`config.mk`:
```
export PLATFORM = sky130hd
export DESIGN_NAME = fpu_minmax_reduce_flat
export DESIGN_NICKNAME = d
export VERILOG_FILES = /design/src/rtl/fpu_minmax_reduce_if.sv /design/src/rtl/fpu_minmax_reduce.sv /design/src/flat_wrapper.sv
export SDC_FILE = /design/constraint.sdc
export NUM_CORES = 1
export LEC_CHECK = 0
export CORE_MARGIN = 5
export CORE_UTILIZATION = 53
export DETAILED_ROUTE_END_ITERATION = 10
export GPL_ROUTABILITY_DRIVEN = 1
export PLACE_DENSITY = 0.8
export SLEW_MARGIN = 0
export SYNTH_ARGS = -nofsm -noshare
export SYNTH_HDL_FRONTEND = slang
export SYNTH_SLANG_ARGS = --single-unit
```
`constraint.sdc`:
```
create_clock -name clk_i -period 3.6 [get_ports clk_i]
set_clock_uncertainty 0.1 [all_clocks]
set_input_delay 0.72 -clock clk_i [delete_from_list [all_inputs] [get_ports clk_i]]
set_output_delay 0.72 -clock clk_i [all_outputs]
set_load 0.02 [all_outputs]
```
`src/rtl/fpu_minmax_reduce_if.sv`:
```
// Command, element-stream and result signals of the min/max reduction sequencer.
// The master side issues commands and elements; the slave side is the sequencer.
interface fpu_minmax_reduce_if #(
   parameter int CNT_W = 8
);
   logic             start_i;
   logic             mode_i;
   logic [CNT_W-1:0] len_i;
   logic             abort_i;
   logic             busy_o;
   logic             in_valid_i;
   logic [15:0]      in_data_i;
   logic             in_ready_o;
   logic             out_valid_o;
   logic             out_ready_i;
   logic [15:0]      out_data_o;
   logic [CNT_W-1:0] out_idx_o;

   modport master (
      output start_i, mode_i, len_i, abort_i, in_valid_i, in_data_i, out_ready_i,
      input  busy_o, in_ready_o, out_valid_o, out_data_o, out_idx_o
   );

   modport slave (
      input  start_i, mode_i, len_i, abort_i, in_valid_i, in_data_i, out_ready_i,
      output busy_o, in_ready_o, out_valid_o, out_data_o, out_idx_o
   );
endinterface

```
`src/rtl/fpu_minmax_reduce.sv`:
```
// Streams bf16 elements through one sign-magnitude MinMax comparator and returns
// the running max/min together with the index of its first occurrence.

module fpu_minmax_cmp (
   input  logic        i_mode,
   input  logic [15:0] i_rs1,
   input  logic [15:0] i_rs2,
   output logic [15:0] o_res
);
   logic w_rs1_lt_rs2;
   logic w_rs2_lt_rs1;

   // Sign-magnitude "less than": -0 sorts below +0, NaN/Inf are plain bit patterns.
   function automatic logic sm_lt(input logic [15:0] a, input logic [15:0] b);
      if (a[15] != b[15]) begin
         return a[15];
      end else if (a[15]) begin
         return a[14:0] > b[14:0];
      end else begin
         return a[14:0] < b[14:0];
      end
   endfunction

   assign w_rs1_lt_rs2 = sm_lt(i_rs1, i_rs2);
   assign w_rs2_lt_rs1 = sm_lt(i_rs2, i_rs1);

   // Ties keep rs1, so the accumulator never moves on an equal element.
   always_comb begin
      o_res = i_rs1;
      if (i_mode) begin
         if (w_rs2_lt_rs1) o_res = i_rs2;
      end else begin
         if (w_rs1_lt_rs2) o_res = i_rs2;
      end
   end
endmodule

module fpu_minmax_reduce #(
   parameter int CNT_W = 8
) (
   input logic                 clk_i,
   input logic                 rst_ni,
   fpu_minmax_reduce_if.slave  mm
);
   typedef enum logic [1:0] {
      S_IDLE  = 2'd0,
      S_FIRST = 2'd1,
      S_ACCUM = 2'd2,
      S_DONE  = 2'd3
   } state_t;

   state_t           r_state;
   logic             r_mode;
   logic [CNT_W-1:0] r_len;
   logic [CNT_W-1:0] r_cnt;
   logic [15:0]      r_acc;
   logic [CNT_W-1:0] r_idx;

   state_t           w_state_next;
   logic             w_mode_next;
   logic [CNT_W-1:0] w_len_next;
   logic [CNT_W-1:0] w_cnt_next;
   logic [15:0]      w_acc_next;
   logic [CNT_W-1:0] w_idx_next;

   logic             w_in_ready;
   logic             w_hs;
   logic [15:0]      w_cmp;
   logic             w_improves;
   logic             w_last;

   fpu_minmax_cmp u_minmax (
      .i_mode (r_mode),
      .i_rs1  (r_acc),
      .i_rs2  (mm.in_data_i),
      .o_res  (w_cmp)
   );

   assign w_in_ready = (r_state == S_FIRST) || (r_state == S_ACCUM);
   assign w_hs       = mm.in_valid_i && w_in_ready;
   // Only a strict improvement moves acc/idx, which keeps the first occurrence.
   assign w_improves = (w_cmp == mm.in_data_i) && (mm.in_data_i != r_acc);
   assign w_last     = (r_cnt == (r_len - CNT_W'(1)));

   always_ff @(posedge clk_i or negedge rst_ni) begin
      if (!rst_ni) begin
         r_state <= S_IDLE;
         r_mode  <= 1'b0;
         r_len   <= '0;
         r_cnt   <= '0;
         r_acc   <= '0;
         r_idx   <= '0;
      end else begin
         r_state <= w_state_next;
         r_mode  <= w_mode_next;
         r_len   <= w_len_next;
         r_cnt   <= w_cnt_next;
         r_acc   <= w_acc_next;
         r_idx   <= w_idx_next;
      end
   end

   always_comb begin
      w_state_next = r_state;
      w_mode_next  = r_mode;
      w_len_next   = r_len;
      w_cnt_next   = r_cnt;
      w_acc_next   = r_acc;
      w_idx_next   = r_idx;

      case (r_state)
         S_IDLE: begin
            if (mm.start_i) begin
               if (mm.len_i != '0) begin
                  w_mode_next  = mm.mode_i;
                  w_len_next   = mm.len_i;
                  w_cnt_next   = '0;
                  w_state_next = S_FIRST;
               end else begin
                  w_acc_next   = 16'h0000;
                  w_idx_next   = '0;
                  w_state_next = S_DONE;
               end
            end
         end
         S_FIRST: begin
            if (w_hs) begin
               w_acc_next   = mm.in_data_i;
               w_idx_next   = '0;
               w_cnt_next   = CNT_W'(1);
               w_state_next = (r_len == CNT_W'(1)) ? S_DONE : S_ACCUM;
            end
         end
         S_ACCUM: begin
            if (w_hs) begin
               w_cnt_next = r_cnt + CNT_W'(1);
               if (w_improves) begin
                  w_acc_next = w_cmp;
                  w_idx_next = r_cnt;
               end
               if (w_last) w_state_next = S_DONE;
            end
         end
         S_DONE: begin
            if (mm.out_ready_i) w_state_next = S_IDLE;
         end
         default: w_state_next = S_IDLE;
      endcase

      // Abort wins over a same-cycle handshake: the element is dropped unseen.
      if (mm.abort_i && (r_state != S_IDLE)) begin
         w_state_next = S_IDLE;
         w_cnt_next   = r_cnt;
         w_acc_next   = r_acc;
         w_idx_next   = r_idx;
      end
   end

   assign mm.busy_o      = (r_state != S_IDLE);
   assign mm.in_ready_o  = w_in_ready;
   assign mm.out_valid_o = (r_state == S_DONE);
   assign mm.out_data_o  = (r_state == S_DONE) ? r_acc : 16'h0000;
   assign mm.out_idx_o   = (r_state == S_DONE) ? r_idx : '0;
endmodule

```
`src/flat_wrapper.sv`:
```
// flat-port wrapper written by rule: the top's interface ports become plain ports
module fpu_minmax_reduce_flat 
#(
   parameter int CNT_W = 8
)
  (clk_i, rst_ni, mm_start_i, mm_mode_i, mm_len_i, mm_abort_i, mm_in_valid_i, mm_in_data_i, mm_out_ready_i, mm_busy_o, mm_in_ready_o, mm_out_valid_o, mm_out_data_o, mm_out_idx_o);
  fpu_minmax_reduce_if #(.CNT_W(CNT_W)) mm_i ();
  input logic clk_i;
  input logic rst_ni;
  input wire logic [$bits(mm_i.start_i)-1:0] mm_start_i;
  input wire logic [$bits(mm_i.mode_i)-1:0] mm_mode_i;
  input wire logic [$bits(mm_i.len_i)-1:0] mm_len_i;
  input wire logic [$bits(mm_i.abort_i)-1:0] mm_abort_i;
  input wire logic [$bits(mm_i.in_valid_i)-1:0] mm_in_valid_i;
  input wire logic [$bits(mm_i.in_data_i)-1:0] mm_in_data_i;
  input wire logic [$bits(mm_i.out_ready_i)-1:0] mm_out_ready_i;
  output wire logic [$bits(mm_i.busy_o)-1:0] mm_busy_o;
  output wire logic [$bits(mm_i.in_ready_o)-1:0] mm_in_ready_o;
  output wire logic [$bits(mm_i.out_valid_o)-1:0] mm_out_valid_o;
  output wire logic [$bits(mm_i.out_data_o)-1:0] mm_out_data_o;
  output wire logic [$bits(mm_i.out_idx_o)-1:0] mm_out_idx_o;
  assign mm_i.start_i = mm_start_i;
  assign mm_i.mode_i = mm_mode_i;
  assign mm_i.len_i = mm_len_i;
  assign mm_i.abort_i = mm_abort_i;
  assign mm_i.in_valid_i = mm_in_valid_i;
  assign mm_i.in_data_i = mm_in_data_i;
  assign mm_i.out_ready_i = mm_out_ready_i;
  assign mm_busy_o = mm_i.busy_o;
  assign mm_in_ready_o = mm_i.in_ready_o;
  assign mm_out_valid_o = mm_i.out_valid_o;
  assign mm_out_data_o = mm_i.out_data_o;
  assign mm_out_idx_o = mm_i.out_idx_o;
  fpu_minmax_reduce #(.CNT_W(CNT_W)) u_core (.clk_i(clk_i), .rst_ni(rst_ni), .mm(mm_i));
endmodule
```
---- Word level (Yosys, flattened, before mapping) ----
Index checks and enable logic that the tools add are counted.
word-level totals
  flip-flop bits (word level) ............. 43
  output and inout bits ................... 27
cells by class
  reduce and logical (&&, ||, !) cells .... 12
  bitwise logic cells ..................... 1
  add/subtract/negate cells ............... 2
  muxes and demuxes ....................... 35
  $lt $le $gt $ge ......................... 4
  equal/unequal tests ..................... 20
operator list
  operator                                                                 count
  16-bit 2-to-1 mux                                                        9
  8-bit 2-to-1 mux                                                         10
  16-bit one-hot mux with 3 select lines                                   1
  8-bit one-hot mux with 3 select lines                                    2
  15-bit greater-than comparator                                           2
  15-bit < comparator                                                      2
  16-bit == test                                                           1
  16-bit inequality test                                                   1
  3-bit by 2-bit inequality test with 1-bit output, second input constant  5
  2-bit 2-to-1 mux                                                         7
  8-bit by 1-bit adder with 8-bit output, second input constant            1
  8-bit by 1-bit == test with 1-bit output, second input constant          1
  8-bit == test                                                            1
  2-bit by 1-bit inequality test with 1-bit output, second input constant  4
  2-bit one-hot mux with 4 select lines                                    1
  8-bit nonzero test                                                       1
  8-bit by 1-bit subtractor with 8-bit output, second input constant       1
  7-bit AND reduction                                                      1
  6-bit AND reduction                                                      1
  1-bit 2-to-1 mux                                                         5
  5-bit AND reduction                                                      1
  2-bit == test, second input constant                                     2
  2-bit inequality test, second input constant                             2
  1-bit logical AND                                                        3
  other kinds (8)                                                          9

---- Logic depth before layout (Yosys ltp) ----
  depth after elaboration ................. 10
  depth in mapped cells ................... 11

---- Cells and area by module ----
Synthesis repeated with hierarchy kept, for this count alone.
unflattened totals
  cell total of the unflattened synthesis .. 453
  area total of the unflattened synthesis .. 3,983.8 um2
by module, submodules not included
  module             instances  cells an instance  seq. area each (um2)  area each (um2)
  fpu_minmax_reduce  1          298                1,076.0               2,902.8
  fpu_minmax_cmp     1          155                0.0                   1,081.0

---- Worst setup path before layout ----
No wires, ideal clock.
  kind .................................... input to register
  start ................................... input mm_in_data_i[14]
  end ..................................... register u_core.r_acc[10]
  cell stages on the path ................. 9
  library setup time ...................... 0.122 ns
  data required time ...................... 3.378 ns
  data arrival time ....................... 2.659 ns
  path buffers ............................ 1
  setup slack ............................. 0.720 ns
  cells stage by stage .................... ha_1 > nand4_2 > nor4_2 > inv_1 > a221o_1 > o211a_2 > a22o_4 > buf_6 > a32o_1
on the way
  word-level cells in the longest chain between the ends .. 9
  elaborated cells on any way between the ends .. 19
  those cells by class .................... order compare: 4; eq/ne: 3; mux: 10; reduce/logical: 2
ends and longest elaborated chain
  what                                                                   line                                              RTL
  start: declaration                                                     flat_wrapper.sv:15                                input wire logic [$bits(mm_i.in_data_i)-1:0] mm_in_data_i;
  15-bit < comparator or 15-bit greater-than comparator (tied branches)  fpu_minmax_reduce.sv:20, fpu_minmax_reduce.sv:18
  1-bit 2-to-1 mux                                                       fpu_minmax_reduce.sv:17                           end else if (a[15]) begin
  1-bit 2-to-1 mux                                                       fpu_minmax_reduce.sv:15                           if (a[15] != b[15]) begin
  16-bit 2-to-1 mux, on equally long branches                            fpu_minmax_reduce.sv:33, fpu_minmax_reduce.sv:31
  16-bit 2-to-1 mux                                                      fpu_minmax_reduce.sv:30                           if (i_mode) begin
  16-bit == test                                                         fpu_minmax_reduce.sv:82                           assign w_improves = (w_cmp == mm.in_data_i) && (mm.in_data_i != r_acc);
  1-bit logical AND                                                      fpu_minmax_reduce.sv:82
  2-bit by 1-bit inequality test with 1-bit output (no source line)      --
  7-bit AND reduction (no source line)                                   --
  end signal: assignment                                                 fpu_minmax_reduce.sv:98                           r_acc <= w_acc_next;
  end: declaration                                                       fpu_minmax_reduce.sv:56                           logic [15:0] r_acc;
Several ways; a longest one is shown, not always the timed one. The select of a mux whose other input is x is not followed.
A chain may end at the register's enable or synchronous reset.

---- Final worst setup path ----
  start ................................... input mm_in_data_i[14]
  end ..................................... register u_core.r_acc[14]
The elaborated chain is that of the path after synthesis.

==> flow_metrics.env <==
export IMPL_num_vias=2893
export IMPL_io_pins=58
export IMPL_cts_resized=0
export IMPL_initial_core_util_pct=54.5
export IMPL_path_clk_slew_ns=0.09
export IMPL_start_kind="input port"
export IMPL_worstSkewPairLatency_ns=0.31
export IMPL_antenna_found_initial=0
export IMPL_final_cell_area_mm2=0.00402
export IMPL_syn_area_mm2=0.00325
export IMPL_drive_above_1_share_pct=10.0
export IMPL_clock_path_buffers=2
export IMPL_fp_dieH_um=88.3
export IMPL_dpl_cell_area_mm2=0.00388
export IMPL_grt_overflow_total=0
export IMPL_max_freq_mhz=309
export IMPL_via_per_inst=5.84
export IMPL_ctsHoldBuffers=0
export IMPL_peakVddDrop_mv=0.531
export IMPL_wl_per_cell_um=15.5
export IMPL_grt_max_degree=44
export IMPL_final_net_count=474
export IMPL_synth_cell_types=59
export IMPL_yosysWarnings=0
export IMPL_grt_util_all_layers_pct=21.4
export IMPL_synth_simple_area_share_pct=20.7
export IMPL_fin_total_pwr_mw=2.80
export IMPL_p_int_mw=1.58
export IMPL_post_cts_buffers=0
export IMPL_gp_congestion=0.846
export IMPL_area_growth_pct=23.8
export IMPL_drtAntennaViolNets=0
export IMPL_powerDensity_mw_per_mm2=697
export IMPL_dp_hpwl_um=5860
export IMPL_relSlewSlack_pct=36.3
export IMPL_grt_pass1_wl_um=13100
export IMPL_synth_compound_area_share_pct=20.1
export IMPL_worst_path_max_delay_cell="clkdlybuf4s50_1"
export IMPL_cts_htree_levels=2
export IMPL_cp_max_fo=15
export IMPL_remaining_drc_errors=0
export IMPL_dp_cells=487
export IMPL_leakagePower_nw=1.58
export IMPL_grt_setup_unrepaired="no"
export IMPL_die_width_um=88.3
export IMPL_cts_buffers=5
export IMPL_slowest_delay_ns=0.46
export IMPL_max_cap_violations=0
export IMPL_muxShareOfSynthArea_pct=4.39
export IMPL_switching_share_pct=43.5
export IMPL_cp_end_kind="flop"
export IMPL_coreArea_mm2=0.00596
export IMPL_whs_ns=0.437
export IMPL_port_buffers=57
export IMPL_synth_fa_ha_area_share_pct=9.25
export IMPL_n_fill_cell=487
export IMPL_layout_commonest_cell="clkdlybuf4s50_1"
export IMPL_ys_ff_latch=43
export IMPL_synth_edff_count=0
export IMPL_power_switching_mw=1.22
export IMPL_synth_top_family_by_area="simple AND/OR/NAND/NOR gates"
export IMPL_path_cells="clkdlybuf4s50_1 > ha_1 > nand4_2 > nor4_2 > inv_1 > a221o_1 > o211a_2 > a22o_4 > a32o_1"
export IMPL_die_area_mm2=0.00779
export IMPL_seq_power_share_pct=30.4
export IMPL_drv_slew=0
export IMPL_first_pass_iters=4
export IMPL_rows=28
export IMPL_avgSynthCellArea_um2=8.92
export IMPL_yosys_most_used_dff="dfrtp_1"
export IMPL_setup_tns_ns=0
export IMPL_setup_viol=0
export IMPL_cts_tree="built"
export IMPL_status="completed"
export IMPL_synthXorXnorAreaFrac_pct=6.47
export IMPL_min_path_type="reg -> reg"
export IMPL_critPathRequiredTime_ns=3.69
export IMPL_crit_buf_inv=2
export IMPL_first_global_vias=2879
export IMPL_period_minus_slack_ns=3.23
export IMPL_async_flop_share_pct=100
export IMPL_diodes=0
export IMPL_mostFrequentLayoutCells="56 x clkdlybuf4s50_1, 43 x dfrtp_1, 36 x nand2_1, 30 x inv_1, 27 x nor2_1"
export IMPL_clkPwrFrac_pct=16.3
export IMPL_tightest_slew_ns=0.955
export IMPL_clock_sinks=43
export IMPL_drt_iter0_drc=167
export IMPL_cts_root_buf="clkbuf_8"
export IMPL_finalWirelength_um=7660
export IMPL_final_cells=495
export IMPL_period_share_pct=89.8
export IMPL_critPathKind="in -> reg"
export IMPL_path_delay_family="compound AO/OA/AOI/OAI gates"
export IMPL_combPwrFrac_pct=53.3
export IMPL_yosysSeqAreaShare_pct=33.1
export IMPL_hold_viol=0
export IMPL_syn_nets=419
export IMPL_synth_cells=364
export IMPL_arrival_ns=3.32
[per-stage QoR]
stage / worst slack [ns] / util (%)
4_1_cts: 0.368 / 67.5
5_1_grt: 0.171 / 67.5
6_report: 0.369 / 67.5
2_1_floorplan: 0.720 / -
3_3_place_gp: 0.106 / 65.2
3_5_place_dp: 0.0403 / 65.2
[synth_stat cells (10+ instances only)]
cell type / count / share of area (%)
a32o_1: 15 / 4.6
dfrtp_1: 43 / 33
nor2_1: 27 / 3.1
and2_1: 10 / 1.9
nor3_1: 12 / 1.8
mux2_2: 10 / 3.5
ha_1: 24 / 9.2
a21oi_1: 11 / 1.7
nand2_1: 36 / 4.2
o21ai_0: 24 / 3.7
xnor2_1: 20 / 5.4
inv_1: 30 / 3.5
[logic make-up after synthesis]
logic type | count (synthesis)
flops | 43
xor+xnor | 24
simple gates | 126
compound gates | 89
mux | 13
fa+ha+maj | 24
buf+inv | 45
[metal layers]
metal / track usage (%) / vias up / share of wire [%]
met1: 27.1 / 1372 / 44
met3: 5.12 / 12 / 6.7
met2: 35.8 / 88 / 47
li1: - / 1421 / -
met4: 7.14 / 0 / 1.4
met5: 0 / - / 0
[registers in the layout, indices dropped and copies added (netlist names)]
name / cells
u_core.r_cnt: 8
u_core.r_state: 2
u_core.r_mode: 1
u_core.r_len: 8
u_core.r_idx: 8
u_core.r_acc: 16
[worst reg2reg max path, cell delays in order (launching register included)]
cell and delay (ns):
dfrtp_1 0.43, inv_1 0.11, ha_1 0.48, nand2_1 0.12
a2bb2oi_1 0.32, nand3_2 0.16, a21oi_2 0.21, and2_1 0.56
a32o_1 0.26
[path summary, 6_finish.rpt]
kind | startpoint | end | slack, ns | depth (start not counted)
max | mm_in_data_i[14] | u_core.r_acc[14]$_DFFE_PN0P_ | 0.37 | 9
min | u_core.r_idx[2]$_DFFE_PN0P_ | u_core.r_idx[2]$_DFFE_PN0P_ | 0.44 | 2
max reg2reg | u_core.r_state[0]$_DFFE_PN0P_ | u_core.r_acc[14]$_DFFE_PN0P_ | 0.81 | 8
min reg2reg | u_core.r_idx[2]$_DFFE_PN0P_ | u_core.r_idx[2]$_DFFE_PN0P_ | 0.44 | 2
max in group asynchronous | rst_ni | u_core.r_acc[7]$_DFFE_PN0P_ | 2.35 | 1
min in group asynchronous | rst_ni | u_core.r_state[1]$_DFFE_PN0P_ | 0.46 | 1
[power by group through the flow]
stage	Combinational (mW)	Clock, mW	Sequential, mW
finish	1.49	0.457	0.851
global route	1.67	0.484	0.878
detailed placement	1.48	0	0.856
global placement	1.44	0	0.844
CTS	1.49	0.459	0.847
floorplan	1.15	0	0.797
[cell type report]
| type | count | area (um2) | area share (%) |
|---|---|---|---|
| multi-input combinational | 276 | 1980 | 49.2 |
| sequential | 43 | 1080 | 26.8 |
| timing repair buffer | 63 | 623 | 15.5 |
| inverter | 30 | 113 | 2.80 |
| tap | 75 | 93.8 | 2.33 |
| clock buffer | 5 | 68.8 | 1.71 |
| clock inverter | 3 | 67.6 | 1.68 |
Power figures use the tool's default switching activity.
